## src/rtl/div_restador_ctrl.sv

```systemverilog
// Sequential restoring divider controller.
// It runs a WIDTH-bit add/sub unit in subtract mode for WIDTH shift/subtract
// steps and produces the unsigned quotient and remainder through a
// start/busy/done handshake. A zero divisor is detected before iterating. In
// that case the controller returns an all-ones quotient and the dividend as
// the remainder.

// WIDTH-bit add/sub unit: sel=1 computes a-b as a + ~b + 1.
// In subtract mode, cout=1 means no borrow occurred.
module div_restador_addsub #(
    parameter int WIDTH = 4
) (
    input  logic [WIDTH-1:0] a,
    input  logic [WIDTH-1:0] b,
    input  logic             sel,
    output logic [WIDTH-1:0] result,
    output logic             cout
);
    logic [WIDTH:0] sum_s;

    // Single carry chain over a and the conditionally inverted b.
    always_comb begin
        sum_s = {1'b0, a} + {1'b0, b ^ {WIDTH{sel}}} + {{WIDTH{1'b0}}, sel};
    end

    assign result = sum_s[WIDTH-1:0];
    assign cout   = sum_s[WIDTH];
endmodule

module div_restador_ctrl #(
    parameter int WIDTH = 4
) (
    input  logic             clk,
    input  logic             rst_n,
    input  logic             start,
    input  logic [WIDTH-1:0] dividend,
    input  logic [WIDTH-1:0] divisor,
    output logic             busy,
    output logic             done,
    output logic [WIDTH-1:0] quotient,
    output logic [WIDTH-1:0] remainder,
    output logic             div_zero
);
    localparam int CNT_W = (WIDTH > 2) ? $clog2(WIDTH) : 1;

    typedef enum logic [1:0] {
        ST_IDLE  = 2'd0,
        ST_CHECK = 2'd1,
        ST_ITER  = 2'd2,
        ST_DONE  = 2'd3
    } state_t;

    state_t             state_r,     state_next_s;
    logic [WIDTH-1:0]   q_r,         q_next_s;
    logic [WIDTH-1:0]   r_r,         r_next_s;
    logic [WIDTH-1:0]   d_r,         d_next_s;
    logic [CNT_W-1:0]   cnt_r,       cnt_next_s;
    logic               busy_r,      busy_next_s;
    logic               done_r,      done_next_s;
    logic [WIDTH-1:0]   quot_r,      quot_next_s;
    logic [WIDTH-1:0]   rem_r,       rem_next_s;
    logic               dz_r,        dz_next_s;

    logic [WIDTH-1:0]   shifted_s;
    logic               msb_s;
    logic               sel_s;
    logic [WIDTH-1:0]   trial_s;
    logic               cout_s;
    logic               accept_s;
    logic [WIDTH-1:0]   step_r_s;
    logic [WIDTH-1:0]   step_q_s;

    // Shift the partial remainder left and bring in the next dividend bit.
    // The bit that leaves R forces acceptance: the true value is then at
    // least 2^WIDTH, which is always greater than D.
    assign shifted_s = {r_r[WIDTH-2:0], q_r[WIDTH-1]};
    assign msb_s     = r_r[WIDTH-1];
    assign accept_s  = cout_s | msb_s;
    assign step_r_s  = accept_s ? trial_s : shifted_s;
    assign step_q_s  = {q_r[WIDTH-2:0], accept_s};

    div_restador_addsub #(.WIDTH(WIDTH)) u_addsub (
        .a      (shifted_s),
        .b      (d_r),
        .sel    (sel_s),
        .result (trial_s),
        .cout   (cout_s)
    );

    // Next-state and next-output decode.
    // Outputs are computed here and registered, so they hold their values
    // between operations.
    always_comb begin
        state_next_s = state_r;
        q_next_s     = q_r;
        r_next_s     = r_r;
        d_next_s     = d_r;
        cnt_next_s   = cnt_r;
        busy_next_s  = busy_r;
        done_next_s  = 1'b0;
        quot_next_s  = quot_r;
        rem_next_s   = rem_r;
        dz_next_s    = dz_r;
        sel_s        = 1'b0;
        case (state_r)
            ST_IDLE: begin
                if (start) begin
                    q_next_s     = dividend;
                    d_next_s     = divisor;
                    r_next_s     = {WIDTH{1'b0}};
                    cnt_next_s   = {CNT_W{1'b0}};
                    busy_next_s  = 1'b1;
                    state_next_s = ST_CHECK;
                end else begin
                    busy_next_s  = 1'b0;
                end
            end
            ST_CHECK: begin
                if (d_r == {WIDTH{1'b0}}) begin
                    done_next_s  = 1'b1;
                    dz_next_s    = 1'b1;
                    quot_next_s  = {WIDTH{1'b1}};
                    rem_next_s   = q_r;
                    state_next_s = ST_DONE;
                end else begin
                    state_next_s = ST_ITER;
                end
            end
            ST_ITER: begin
                sel_s      = 1'b1;
                r_next_s   = step_r_s;
                q_next_s   = step_q_s;
                cnt_next_s = cnt_r + {{(CNT_W-1){1'b0}}, 1'b1};
                if (cnt_r == CNT_W'(WIDTH-1)) begin
                    done_next_s  = 1'b1;
                    dz_next_s    = 1'b0;
                    quot_next_s  = step_q_s;
                    rem_next_s   = step_r_s;
                    state_next_s = ST_DONE;
                end else begin
                    state_next_s = ST_ITER;
                end
            end
            ST_DONE: begin
                busy_next_s  = 1'b0;
                state_next_s = ST_IDLE;
            end
            default: begin
                busy_next_s  = 1'b0;
                state_next_s = ST_IDLE;
            end
        endcase
    end

    // State, datapath and output registers.
    // The asynchronous reset aborts any operation in flight.
    always_ff @(posedge clk or negedge rst_n) begin
        if (!rst_n) begin
            state_r <= ST_IDLE;
            q_r     <= {WIDTH{1'b0}};
            r_r     <= {WIDTH{1'b0}};
            d_r     <= {WIDTH{1'b0}};
            cnt_r   <= {CNT_W{1'b0}};
            busy_r  <= 1'b0;
            done_r  <= 1'b0;
            quot_r  <= {WIDTH{1'b0}};
            rem_r   <= {WIDTH{1'b0}};
            dz_r    <= 1'b0;
        end else begin
            state_r <= state_next_s;
            q_r     <= q_next_s;
            r_r     <= r_next_s;
            d_r     <= d_next_s;
            cnt_r   <= cnt_next_s;
            busy_r  <= busy_next_s;
            done_r  <= done_next_s;
            quot_r  <= quot_next_s;
            rem_r   <= rem_next_s;
            dz_r    <= dz_next_s;
        end
    end

    assign busy      = busy_r;
    assign done      = done_r;
    assign quotient  = quot_r;
    assign remainder = rem_r;
    assign div_zero  = dz_r;
endmodule

```

## config.mk

```make
export PLATFORM = sky130hd
export DESIGN_NAME = div_restador_ctrl
export DESIGN_NICKNAME = d
export VERILOG_FILES = /design/src/rtl/div_restador_ctrl.sv
export SDC_FILE = /design/constraint.sdc
export NUM_CORES = 1
export LEC_CHECK = 0
export BUFFER_PORTS_ARGS = -buffer_cell sky130_fd_sc_hd__clkbuf_2
export CORE_UTILIZATION = 52
export CTS_BUF_LIST = sky130_fd_sc_hd__clkbuf_4 sky130_fd_sc_hd__clkbuf_8
export DETAILED_ROUTE_END_ITERATION = 7
export PLACE_DENSITY = 0.77
export SETUP_SLACK_MARGIN = 0.5
export SKIP_CTS_REPAIR_TIMING = 1
export SLEW_MARGIN = 20
export SYNTH_ARGS = -nofsm -noshare
export SYNTH_HDL_FRONTEND = slang
export SYNTH_SLANG_ARGS = --single-unit
export TNS_END_PERCENT = 50
```

## constraint.sdc

```tcl
create_clock -name clk -period 2.3 [get_ports clk]
set_input_delay 0.345 -clock clk [delete_from_list [all_inputs] [get_ports clk]]
set_output_delay 0.345 -clock clk [all_outputs]
set_load 0.005 [all_outputs]
```

Word-level counts from Yosys, hierarchy flattened
Index checks and enable logic that the tools add are counted.

cells by class
  $add $sub $neg = 3
  multiply operators = 0
  div/mod/pow operators = 0
  order comparisons = 0
  equal/unequal tests = 7
  shift operators = 0
  muxes and demuxes = 26
  bitwise logic cells = 2
  reduce and logical (&&, ||, !) cells = 8

operators with widths
  cell                   number
  $pmux W4 S2            4
  $mux W4                7
  $mux W1                8
  $pmux W2 S4            1
  $eq A2 B2 Y1 const B   3
  $ne A2 B2 Y1 const B   3
  $pmux W1 S2            3
  $reduce_bool A2 Y1     3
  $add A4 B4 Y5          1
  $add A5 B1 Y5          1
  $logic_not A4 Y1       1
  $mux W2                2
  $pmux W2 S2            1
  $reduce_and A2 Y1      2
  $xor A4 B4 Y4          1
  $reduce_and A3 Y1      1
  $add A2 B1 Y2 const B  1
  $eq A2 B1 Y1 const B   1
  $logic_not A2 Y1       1
  $or A1 B1 Y1           1

word-level totals
  bits in registers = 27
  bits in latches = 0
  bits in writable memories = 0
  bits in read-only memories = 0
  input port bits = 11
  memories kept = 0

Longest topological paths before layout
  word-level depth = 9
  depth in mapped cells = 11
  mapped depth without buffers = 9

Hierarchy
A second synthesis with hierarchy kept.

unflattened totals
  cell total of the unflattened synthesis = 166
  area total of the unflattened synthesis = 1647.8 sq um

modules (own cells, without submodules)
  module               times used  cells an instance  area an instance (sq um)
  div_restador_ctrl    1           146                1467.7
  div_restador_addsub  1           20                 180.2

Worst setup path before layout
OpenSTA, ideal clock, no wires.

  path type = register -> register
  from = register state_r[0]
  to = register rem_r[2] (netlist: remainder[2])
  arrival = 2.399 ns
  data required time = 2.174 ns
  setup slack = -0.225 ns
  stages on the path, launching flop included = 12
  period minus slack after synthesis = 2.525 ns
  cell sequence = dfrtp_1 -> inv_1 -> ha_1 -> buf_6 -> buf_2 -> xor2_1 -> fa_1 -> and3_1 -> nor2_4 -> mux2i_1 -> nor3_1 -> a221o_1

on the way
  word-level cells in the longest chain between the ends = 9

RTL lines
  what                    line  text
  start, declared         53    state_t state_r, state_next_s;
  start signal, assigned  170   state_r <= state_next_s;
  $eq A2 B2 Y1            105   case (state_r)
  $mux W1                 105
  $xor A4 B4 Y4           23    sum_s = {1'b0, a} + {1'b0, b ^ {WIDTH{sel}}} + {{WIDTH{1'b0}}, sel};
  $add A4 B4 Y5           23
  $add A5 B1 Y5           23
  $or A1 B1 Y1            78    assign accept_s = cout_s | msb_s;
  $mux W4                 79    assign step_r_s = accept_s ? trial_s : shifted_s;
  $mux W4                 134   if (cnt_r == CNT_W'(WIDTH-1)) begin
  $pmux W4 S2             105
  end signal, assigned    167   rem_r <= {WIDTH{1'b0}};
  end signal, assigned    178   rem_r <= rem_next_s;
  end, declared           61    logic [WIDTH-1:0] rem_r, rem_next_s;

Several ways; a longest one is shown, not always the timed one. The select of a mux whose other input is x is not followed.
A chain may end at the register's enable or synchronous reset.

Worst setup path in the final report
  from = register state_r[1]
  to = register rem_r[1] (netlist: remainder[1])

Same word-level chain as after synthesis.

==> results.json <==
{
  "outcome": "finished, violations left",
  "violations": "setup timing",
  "numCtsBuffers": 3,
  "hold_viol_final": 0,
  "synth_nets": 148,
  "worst_ep_arrival_time_ns": 2.58,
  "crit_fanout": 5,
  "min_path_type": "in -> async",
  "synth_top_family_by_area": "compound AO/OA/AOI/OAI gates",
  "crit_cells": 8,
  "r2r-start": "state_r[1]$_DFFE_PN0P_",
  "rsz0062_at_grt": "true",
  "drtIter0Drc": 16,
  "syn_avg_cell_area_sq_um": 10.9,
  "ir_drop_mv": 0.946,
  "end_kind": "flop",
  "ant_nets": 0,
  "ys_warn_count": 0,
  "die_area_sq_mm": 0.00291,
  "cp-startpoint": "state_r[1]$_DFFE_PN0P_",
  "slew_violations": 0,
  "grt_pass1_vias": 1003,
  "crit_family": "multiplexers",
  "hpwl_microns": 2130,
  "clk_pin_slew_ns": 0.15,
  "io_pins": 22,
  "netlist_area_sq_mm": 0.00140,
  "die_w_microns": 53.9,
  "seqCellArea_sq_um": 677,
  "dr.pass1.iters": 4,
  "critPathBufInv": 0,
  "cts-root-buf": "clkbuf_4",
  "routed_via_density": 5.56,
  "min_period_ns": 2.33,
  "synth_xor_xnor_area_share_pct": 3.75,
  "antenna_found_initial": 0,
  "synth_compound_area_share_pct": 14.7,
  "grtUsageTotal_pct": 21.6,
  "grt_pass1_wl_microns": 4450,
  "routed_wl_microns": 2870,
  "ys_types": 33,
  "cts-htree-levels": 1,
  "synthCells": 128,
  "gp_congestion": 0.828,
  "ys.flop_type": "dfrtp_1",
  "path_class": "reg -> reg",
  "total_leakage_power_nw": 0.823,
  "post-route-util_pct": 66.2,
  "setup_ws_ns": -0.0345,
  "synth-seq-area-share_pct": 48.2,
  "cts_buffer_depth": 2,
  "skew_ns": 0.00332,
  "synth-seq-cells": 27,
  "cp_cell_sequence": "ha_4 > mux2_4 > fa_2 > and3_4 > nor2_4 > mux2i_2 > nor3_2 > a221o_1",
  "finalSetupViolCount": 2,
  "n_antenna_cell": 0,
  "r2r_cells": 8,
  "max_cap_viol_count": 0,
  "finalCritPeriodShare_pct": 101,
  "grt_max_degree": 28,
  "post_drt_wl_per_cell_microns": 15.3,
  "grt_overflow_total": 0,
  "drive_gt1_share_pct": 36.1,
  "required_ns": 2.55,
  "yosys.area_share.simple_pct": 11.6,
  "cts_tree": "done",
  "portBuffers": 21,
  "synthArstFlopShare_pct": 100,
  "n_fill_cell": 203,
  "synth_edf_count": 0,
  "rows": 18,
  "relSlewSlack_pct": 55.5,
  "dpl_worst_slack_ns": -0.0725,
  "max_freq_mhz": 428,
  "worst_pin_slew_ns": 0.668,
  "muxShareOfSynthArea_pct": 10.2,
  "multiInputGateArea_sq_um": 737,
  "slowest_stage": "dfrtp_2",
  "power_density_mw_per_mm2": 1640,
  "die_height_microns": 53.9,
  "clkSinkCount": 27,
  "vias": 1046,
  "critPathMaxStageDelay_ns": 0.46,
  "num-nets-final": 179,
  "drc_errors": 0,
  "start_util_pct": 55.6,
  "syn_to_final_growth_pct": 19.1,
  "core-area_sq_mm": 0.00252,
  "insertion_delay_ns": 0.34,
  "start_kind": "flop",
  "synth_fa_ha_area_share_pct": 8.57
}
-- cells in the mapped netlist (2+ instances only) --
cell type | count | share of area, %
a21o_1 | 3 | 1.6
a221o_1 | 2 | 1.4
buf_2 | 3 | 1.1
dfrtp_1 | 27 | 48
ha_1 | 8 | 7.1
inv_1 | 3 | 0.80
mux2_2 | 6 | 4.8
mux2i_1 | 6 | 4.3
nand2_1 | 20 | 5.4
nand2b_1 | 2 | 0.89
nor2_1 | 6 | 1.6
nor3_1 | 2 | 0.71
o21ai_0 | 13 | 4.6
o21ai_1 | 2 | 0.71
o31ai_1 | 3 | 1.6
xor2_1 | 5 | 3.1
-- stage by stage --
stage	std cells	cell area, sq um	TNS (ns)	hold WS [ns]	total power [mW]
6_report	188	1670	-0.0539	0.00332	2.75
5_1_grt	188	1670	-0.213	0.0560	2.95
4_1_cts	185	1610	-0.176	0.0249	2.57
3_5_place_dp	181	1580	-0.139	0.407	2.36
3_3_place_gp	181	1580	0	0.399	2.26
2_1_floorplan	128	1430	-0.240	0.0494	1.91
-- cell usage in the layout, fill, tap and decap left out, drive strengths merged --
cell type  count
dfrtp         27
clkbuf        24
nand2         20
o21ai         16
buf            9
ha             8
nor2           7
mux2           7
mux2i          6
xor2           5
inv            4
a21o           3
o31ai          3
nand2b         2
a221o          2
nor3           2
nor4           1
and2           1
o21a           1
and3           1
a211o          1
nor2b          1
a31oi          1
xnor2          1
a22oi          1
a211oi         1
a21oi          1
fa             1
clkinvlp       1
-- cell families (layout without fill, tap and decap cells) --
logic type | after synthesis | count (layout)
xor+xnor | 6 | 6
fa+ha+maj | 9 | 9
flops | 27 | 27
compound gates | 30 | 30
buf+inv | 8 | 38
simple gates | 35 | 35
mux | 13 | 13
-- per-layer routing --
layer	vias to the layer above	wire length, microns	global-route usage [%]
met5	-	0	0
met4	0	42	4.82
met3	4	123	3.11
met2	34	1510	39.5
met1	505	1200	26.5
li1	503	-	-
-- worst paths after layout --
check / slack (ns) / endpoint
min in group clk: 0.22 / d_r[0]$_DFFE_PN0P_
setup reg to reg: -0.03 / remainder[1]$_DFFE_PN0P_
hold / removal: 0.003 / remainder[0]$_DFFE_PN0P_
max in group asynchronous: 1.84 / state_r[1]$_DFFE_PN0P_
setup / recovery: -0.03 / remainder[1]$_DFFE_PN0P_
hold reg to reg: 0.50 / quotient[3]$_DFFE_PN0P_
-- report_power, final --
part,switching (mW),internal [mW]
Sequential,0.181,0.680
Combinational,0.851,0.811
Clock,0.154,0.0669
Total,1.19,1.56
-- registers in the layout (all words and copies together) (netlist names) --
register and count:
cnt_r 2, q_r 4, remainder 4, d_r 4, r_r 4, quotient 4, div_zero 1, done 1
busy 1, state_r 2
-- cell type report --
cell class / count / share of cell area [%]
Multi-Input combinational cell: 93 / 44.2
Sequential cell: 27 / 40.6
Timing Repair Buffer: 30 / 10.3
Tap cell: 30 / 2.25
Clock buffer: 3 / 1.35
Inverter: 4 / 0.900
Clock inverter: 1 / 0.450
-- worst register-to-register path, stage by stage (launching register included) --
cell and delay [ns]:
dfrtp_2 0.46, ha_4 0.19, mux2_4 0.29, fa_2 0.37
and3_4 0.18, nor2_4 0.13, mux2i_2 0.28, nor3_2 0.06
a221o_1 0.27
No activity file was read; power rests on OpenSTA's default activity.
